<file path="config.mk">
export PLATFORM = sky130hd
export DESIGN_NAME = sel_stream_mux
export DESIGN_NICKNAME = d
export VERILOG_FILES = /design/src/rtl/sel_mux_pkg.sv /design/src/rtl/rr_pick.sv /design/src/rtl/sel_stream_mux.sv
export SDC_FILE = /design/constraint.sdc
export NUM_CORES = 1
export LEC_CHECK = 0
export CORE_MARGIN = 2
export CORE_UTILIZATION = 27
export CTS_BUF_LIST = sky130_fd_sc_hd__clkbuf_16
export DETAILED_ROUTE_END_ITERATION = 7
export PLACE_DENSITY = 0.76
export SLEW_MARGIN = 20
export SYNTH_ARGS = -nofsm -noshare
export SYNTH_HDL_FRONTEND = slang
export SYNTH_SLANG_ARGS = --single-unit
export TNS_END_PERCENT = 50
</file>
<file path="constraint.sdc">
create_clock -name clk -period 3.15 [get_ports clk]
set_clock_uncertainty 0.2 [all_clocks]
set_input_delay 0.63 -clock clk [delete_from_list [all_inputs] [get_ports clk]]
set_output_delay 0.63 -clock clk [all_outputs]
set_load 0.1 [all_outputs]
</file>
<file path="src/rtl/sel_mux_pkg.sv">
// Shared constants for the registered stream selector family.
package sel_mux_pkg;

  localparam logic MODE_EXPLICIT = 1'b0;
  localparam logic MODE_RR       = 1'b1;

  localparam int DEFAULT_WIDTH = 32;

endpackage

</file>
<file path="src/rtl/rr_pick.sv">
// Rotating-priority finder: first set valid bit scanning from ptr upward, wrapping.
// Latency: combinational. Backpressure: none, pure lookup.
// found=0 when no valid bit is set; idx is then 0.
module rr_pick #(
  parameter int NUM_IN = 4,
  localparam int SEL_W = $clog2(NUM_IN)
) (
  input  logic [NUM_IN-1:0] valid,
  input  logic [SEL_W-1:0]  ptr,
  output logic              found,
  output logic [SEL_W-1:0]  idx
);

  int j;

  always_comb begin
    found = 1'b0;
    idx   = '0;
    j     = 0;
    for (int k = 0; k < NUM_IN; k++) begin
      // ptr is always < NUM_IN, so a single subtraction implements the wrap
      j = int'(ptr) + k;
      if (j >= NUM_IN) j = j - NUM_IN;
      if (!found && valid[j]) begin
        found = 1'b1;
        idx   = SEL_W'(j);
      end
    end
  end

endmodule

</file>
<file path="src/rtl/sel_stream_mux.sv">
// N:1 valid/ready selector with a one-deep output register; explicit or round-robin select.
// Latency: 1 cycle from input transfer to out_valid; 1 beat/cycle with drain+refill.
// Backpressure: a stalled output beat drops every in_ready; a drain refills in the same cycle.
module sel_stream_mux
  import sel_mux_pkg::*;
#(
  parameter int WIDTH  = DEFAULT_WIDTH,
  parameter int NUM_IN = 4,
  localparam int SEL_W = $clog2(NUM_IN)
) (
  input  logic                    clk,
  input  logic                    reset,
  input  logic                    mode,
  input  logic [SEL_W-1:0]        sel,
  input  logic [NUM_IN*WIDTH-1:0] in_data,
  input  logic [NUM_IN-1:0]       in_valid,
  output logic [NUM_IN-1:0]       in_ready,
  output logic [WIDTH-1:0]        out_data,
  output logic [SEL_W-1:0]        out_src,
  output logic                    out_valid,
  input  logic                    out_ready
);

  logic             load_en;
  logic             rr_found;
  logic [SEL_W-1:0] rr_idx;
  logic [SEL_W-1:0] rr_ptr;
  logic [SEL_W-1:0] rr_next;
  logic             cand_found;
  logic [SEL_W-1:0] cand;
  logic [WIDTH-1:0] cand_data;
  logic             xfer;

  rr_pick #(.NUM_IN(NUM_IN)) u_rr_pick (
    .valid (in_valid),
    .ptr   (rr_ptr),
    .found (rr_found),
    .idx   (rr_idx)
  );

  assign load_en = !out_valid || out_ready;

  always_comb begin
    cand       = '0;
    cand_found = 1'b0;
    in_ready   = '0;
    if (mode == MODE_EXPLICIT) begin
      // sel can exceed NUM_IN-1 when NUM_IN is not a power of two
      cand       = sel;
      cand_found = (int'(sel) < NUM_IN);
    end else begin
      cand       = rr_idx;
      cand_found = rr_found;
    end
    if (!reset && load_en && cand_found) in_ready[cand] = 1'b1;
  end

  assign xfer      = !reset && load_en && cand_found && in_valid[cand];
  assign cand_data = in_data[int'(cand)*WIDTH +: WIDTH];
  assign rr_next   = (int'(cand) == NUM_IN - 1) ? '0 : cand + SEL_W'(1);

  always_ff @(posedge clk) begin
    if (reset) begin
      out_valid <= 1'b0;
      out_data  <= '0;
      out_src   <= '0;
      rr_ptr    <= '0;
    end else if (xfer) begin
      out_data  <= cand_data;
      out_src   <= cand;
      out_valid <= 1'b1;
      if (mode == MODE_RR) rr_ptr <= rr_next;
    end else if (out_ready) begin
      out_valid <= 1'b0;
    end
  end

endmodule

</file>
==> flow_metrics.py <==
metrics = {
    "cts": {
        "cts_made_buffers": 5,
        "htreeDepth": 2,
        "cts_hold_buf": 0,
        "clockBufferDepth": 2,
        "cts.sinks": 37,
        "clock_latency_ps": 270,
        "clockRootBuffer": "clkbuf_16",
        "tritoncts": "done",
        "path_clk_slew_ps": 50,
    },
    "synthesis": {
        "syn_area_um2": 2640,
        "synth_seq_area_share": 0.281,
        "yosysWarningCount": 0,
        "synthCells": 308,
        "ys_ff_latch": 37,
        "synth_edf_count": 0,
        "async_flop_share": 0,
        "synth_cell_types": 32,
        "yosysTopAreaCell": "dfxtp_1",
        "synth_top_area_share": 0.281,
        "synth.area.top_cells": "dfxtp_1 (28%), mux2i_1 (25%), a22o_1 (11%)",
        "avgSynthCellArea_um2": 8.56,
        "synth_flop_cell": "dfxtp_1",
        "syn_nets": 450,
    },
    "final_layout": {
        "n_antenna_cell": 0,
        "final_nets": 633,
        "n_fill_cell": 956,
        "layout_commonest_cell": "clkdlybuf4s50_1",
        "drive_gt1_frac": 0.165,
        "mostFrequentLayoutCells": "clkdlybuf4s50_1 (133), mux2i_1 (66), buf_4 (59)",
        "syn2layout_area_growth_pct": 80.2,
    },
    "timing": {
        "max_freq_mhz": 322,
        "rsz0062_at_grt": "yes",
        "hold_viol_final": 0,
        "hold_ws_ps": 276,
        "tns_ps": 0,
        "relSlewSlack": 0.656,
        "fin_crit_sh": 0.987,
        "final_max_slew_viol_count": 0,
        "setup_viol": 0,
        "final.min_clock_period_ps": 3110,
        "worst_pin_slew_ps": 517,
    },
    "detailed_routing": {
        "vias": 2960,
        "remaining_drc_errors": 0,
        "first_iter_violations": 48,
        "detail-route-antenna-nets": 0,
        "avgViaCountPerCell": 4.74,
        "first_pass_iters": 4,
        "drt-wirelength-per-cell_um": 14.4,
        "totalWireLength_um": 8990,
    },
    "die": {
        "die_width_um": 103,
        "placementRows": 36,
        "core_area_um2": 9640,
        "die_area_um2": 10600,
        "initial_core_util": 0.274,
        "io_pins": 177,
        "die_y_um": 103,
    },
    "worst_setup_path": {
        "crit_path_end_kind": "output port",
        "crit_type": "input pin to output port",
        "ff2ff_setup_slack_ps": 740,
        "cp_max_fo": 5,
        "start_kind": "input pin",
        "critPathArrivalTime_ps": 2280,
        "cp.required_ps": 2320,
    },
    "pwr": {
        "p_sw_mw": 1.11,
        "p_total_mw": 2.42,
        "power.share.clock": 0.189,
        "combPwrFrac": 0.567,
        "switching_share": 0.457,
        "p_leak_nw": 2.21,
        "pwr-share-seq": 0.245,
        "vdd_ir_drop_max_mv": 0.219,
        "powerDensity_nw_per_um2": 509,
        "internal_power_mw": 1.31,
    },
    "outcome": {
        "status": "finished clean",
    },
    "worst_hold_path": {
        "hold_class": "flip-flop to flip-flop",
    },
    "placement": {
        "portBuffers": 176,
        "dp_hpwl_um": 7030,
        "gp_congestion": 0.850,
    },
    "global_route": {
        "grt_pass1_vias": 2804,
        "antenna_found_initial": 0,
        "grt_start_max_net_pins": 39,
        "grtUsageTotal": 0.153,
        "grt-ovfl-total": 0,
        "grt_pass1_wl_um": 12900,
    },
    "flow_run": {
        "max_cap_violations": 0,
    },
}
[Yosys cell counts (3+ instances only)]
cell type and count:
a21oi_1 38, a22o_1 32, and2_1 4, buf_2 10, buf_4 3, buf_6 3
clkbuf_1 9, dfxtp_1 37, ha_1 4, inv_1 6, mux2i_1 66, nand2_1 34
nand2b_1 35, nor2_1 3, nor2b_1 3, nor3_1 3
[metrics by stage]
stage | setup WS (ps) | util | cell area (um2) | cells
floorplan | -175 | - | 2640 | 308
global placement | -88.2 | 0.474 | 4570 | 612
detailed placement | -181 | 0.474 | 4570 | 612
CTS | 37.8 | 0.492 | 4740 | 623
global route | -44.1 | 0.493 | 4750 | 624
finish | 40.3 | 0.493 | 4750 | 624
[cells by family (layout without fill, tap and decap cells)]
kind of cell | after synthesis | after routing | share of synthesized area
adder cells (fa/ha/maj) | 4 | 4 | 0.0190
AO/OA/AOI/OAI | 84 | 84 | 0.220
buffers and inverters | 32 | 215 | 0.0631
AND/OR/NAND/NOR | 85 | 85 | 0.167
flip-flops | 37 | 37 | 0.281
multiplexers | 66 | 66 | 0.250
[registers in the layout, summed over array words and instances, names as in the netlist]
register	count
out_src	2
out_valid	1
rr_ptr	2
out_data	32
[power groups by stage]
stage / Sequential (mW) / Clock (mW) / Combinational, mW
floorplan: 1.16 / 0 / 0.388
global placement: 0.597 / 0 / 1.35
detailed placement: 0.601 / 0 / 1.37
CTS: 0.592 / 0.470 / 1.38
global route: 0.601 / 0.493 / 1.43
finish: 0.592 / 0.457 / 1.37
[routing by layer]
| layer | vias to the layer above | part of all wire | GRT usage |
|---|---|---|---|
| met5 | - | 0 | 0 |
| met4 | 0 | 0.014 | 0.0476 |
| met3 | 10 | 0.081 | 0.0346 |
| met2 | 106 | 0.51 | 0.285 |
| met1 | 1379 | 0.39 | 0.172 |
| li1 | 1465 | - | - |
[timing repair]
action                     in CTS  in global routing
resized for setup              10                  2
buffers inserted                4                  1
pin swaps                       2                  0
setup endpoints to repair       4                  4
[worst max-delay path: stages]
cell	delay, ps
clkdlybuf4s50_1	440
buf_4	170
o211ai_1	110
o21ai_2	120
a31oi_4	200
inv_1	90
ha_1	190
and2_1	160
buf_12	170
[final cells by class]
| cell class | instances | area, um2 | area share |
|---|---|---|---|
| multi-input cells | 239 | 1760 | 0.370 |
| inverters | 6 | 22.5 | 0.00474 |
| clock buffers | 5 | 125 | 0.0263 |
| flip-flops and latches | 37 | 741 | 0.156 |
| clock inverters | 2 | 7.51 | 0.00158 |
| well taps | 133 | 166 | 0.0350 |
| repair buffers | 202 | 1930 | 0.406 |
[final timing paths]
| path | startpoint | endpoint | cells after the start |
|---|---|---|---|
| setup reg to reg | rr_ptr[0]$_SDFFE_PP0P_ | out_data[14]$_SDFFE_PP0P_ | 10 |
| setup / recovery | mode | in_ready[1] | 9 |
| hold / removal | out_data[21]$_SDFFE_PP0P_ | out_data[21]$_SDFFE_PP0P_ | 2 |
| hold reg to reg | out_data[21]$_SDFFE_PP0P_ | out_data[21]$_SDFFE_PP0P_ | 2 |
Power figures use the tool's default switching activity.
==> RTL change (config.mk and constraints unchanged) <==
Make the reset (`reset`) asynchronous in one clocked block.
--- a/src/rtl/sel_stream_mux.sv
+++ b/src/rtl/sel_stream_mux.sv
@@ -59,7 +59,7 @@
   assign cand_data = in_data[int'(cand)*WIDTH +: WIDTH];
   assign rr_next   = (int'(cand) == NUM_IN - 1) ? '0 : cand + SEL_W'(1);
 
-  always_ff @(posedge clk) begin
+  always_ff @(posedge clk or posedge reset) begin
     if (reset) begin
       out_valid <= 1'b0;
       out_data  <= '0;
Check against the original RTL: differs if reset is asserted again (counterexample within 4 cycles, from zero or initial values and one cycle with reset high); with reset held inactive, the same outputs for 4 cycles.
==> RTL change against the original RTL <==
Global-route usage increased by 1.2 points; cell area down 1.3%; routed wire length is 0.48% lower; critical path type unchanged; via count up 7.8%; synthesized area down 1.8%; sequential cell count unchanged; setup slack better by 0.073 ns.
Power is not compared: it rests on default switching activity, and its combinational part moved more than twofold at a synthesized area within 25%.
==> RTL change: results (changes against the original RTL) <==
* Layout fillers at 881 (-7.8%)
* Hold_sp: out_src[1]
* Placed cell count at 638 (+4.2%)
* Multi-input combinational area share at 31.7% (-5.3 points)
* Final-layout non-clock buffer area share at 40.4% (-0.22 points)
* Non-clk bufs at 197 (-2.5%)
* Storage element area at 926 um2 (+25%)
* Commonest cells in the netlist: nand2_1, dfrtp_1, a31oi_1
* Achievable Freq at 0.329 GHz (+2.4%)
* Flop-to-flop setup slack at 0.53 ns (-0.21 ns)
* #MultiIn Comb at 272 (+14%)
* Post-DP HPWL at 6960 um (-0.98%)
* Reg-to-Reg End: out_data[24]
* Critical path data arrival time at 2.21 ns (-0.07 ns)
* Synth unique cells at 31 (-3.1%)
* Wire length of the first global-routing pass at 13900 um (+8.0%)
* Largest net degree at the start of global routing at 65 (+67%)
* Cells after synthesis at 349 (+13%)
* Inverters at 8 (+2)
* Ys async rst share at 100% (+100 points)
* Hold_ws at 0.292 ns (+0.0157 ns)
* Critical R2R Launch: rr_ptr[1]
* # nets final at 663 (+4.7%)
* Vias in the first global route at 3084 (+10%)
* GPL Wtd Cong at 0.858 (+1.0%)
* Area post-placement at 4460 um2 (-2.4%)
* Drt pass-1 iters at 5 (+1)
* Worst reg2reg path depth at 9 (-1)
* Slowest cell delay on critical path at 0.28 ns (-0.16 ns)
* Layout cells sized above 1 at 15.3% (-1.2 points)
* Area contributors post-synth: dfrtp_1, nand2_1, a22o_1
* Worst setup path startpoint: in_valid[0]
* CP Capture Point: in_ready[2]
* Final WL at 8940 um (-0.48%)
* Final Non-Filler Cells at 651 (+4.3%)
* Peak VDD IR at 487 uV
* Crit path max-delay family: buffers and inverters
* Max stage delay cell, worst path: mux2_4
* Seq/Total Area, Yosys at 35.7% (+7.6 points)
* Clock-cell share at 4.06% (+1.3 points)
* Outcome: completed
* All-Layer GR Usage at 16.5% (+1.2 points)
* Via Count at 3190 (+7.8%)
* Post-synth net total at 491 (+9.1%)
* Worst Tran Pin Value at 0.779 ns (+0.263 ns)
RTL change: what timing repair did:
action | CTS | global route
endpoints found under the setup margin | 4 | 3
pin swaps | 2 | 1
buffers inserted | 4 | 1
gates resized for setup | 5 | 1
RTL change: report_power, final:
part | total [mW] | leakage (nW) | switching [mW] | internal [mW]
Sequential | 0.861 | 0.456 | 0.152 | 0.710
Combinational | 3.11 | 1.54 | 2.29 | 0.822
Clock | 0.642 | 0.0938 | 0.190 | 0.452
Total | 4.62 | 2.08 | 2.63 | 1.98
RTL change: kinds of logic after synthesis:
logic type               Yosys count  synth area share (%)
AND/OR/NAND/NOR                  182                  29.3
AO/OA/AOI/OAI                     83                  23.9
buffers and inverters             40                  7.82
flip-flops                        37                  35.7
adder cells (fa/ha/maj)            4                  1.93
multiplexers                       3                  1.40
RTL change: layer usage:
metal	GRT usage, %	part of all wire [%]	vias up
met1	19.3	41	1487
li1	-	-	1558
met3	5.06	9.1	8
met2	29.8	49	137
met5	0	0	-
met4	3.38	0.76	0
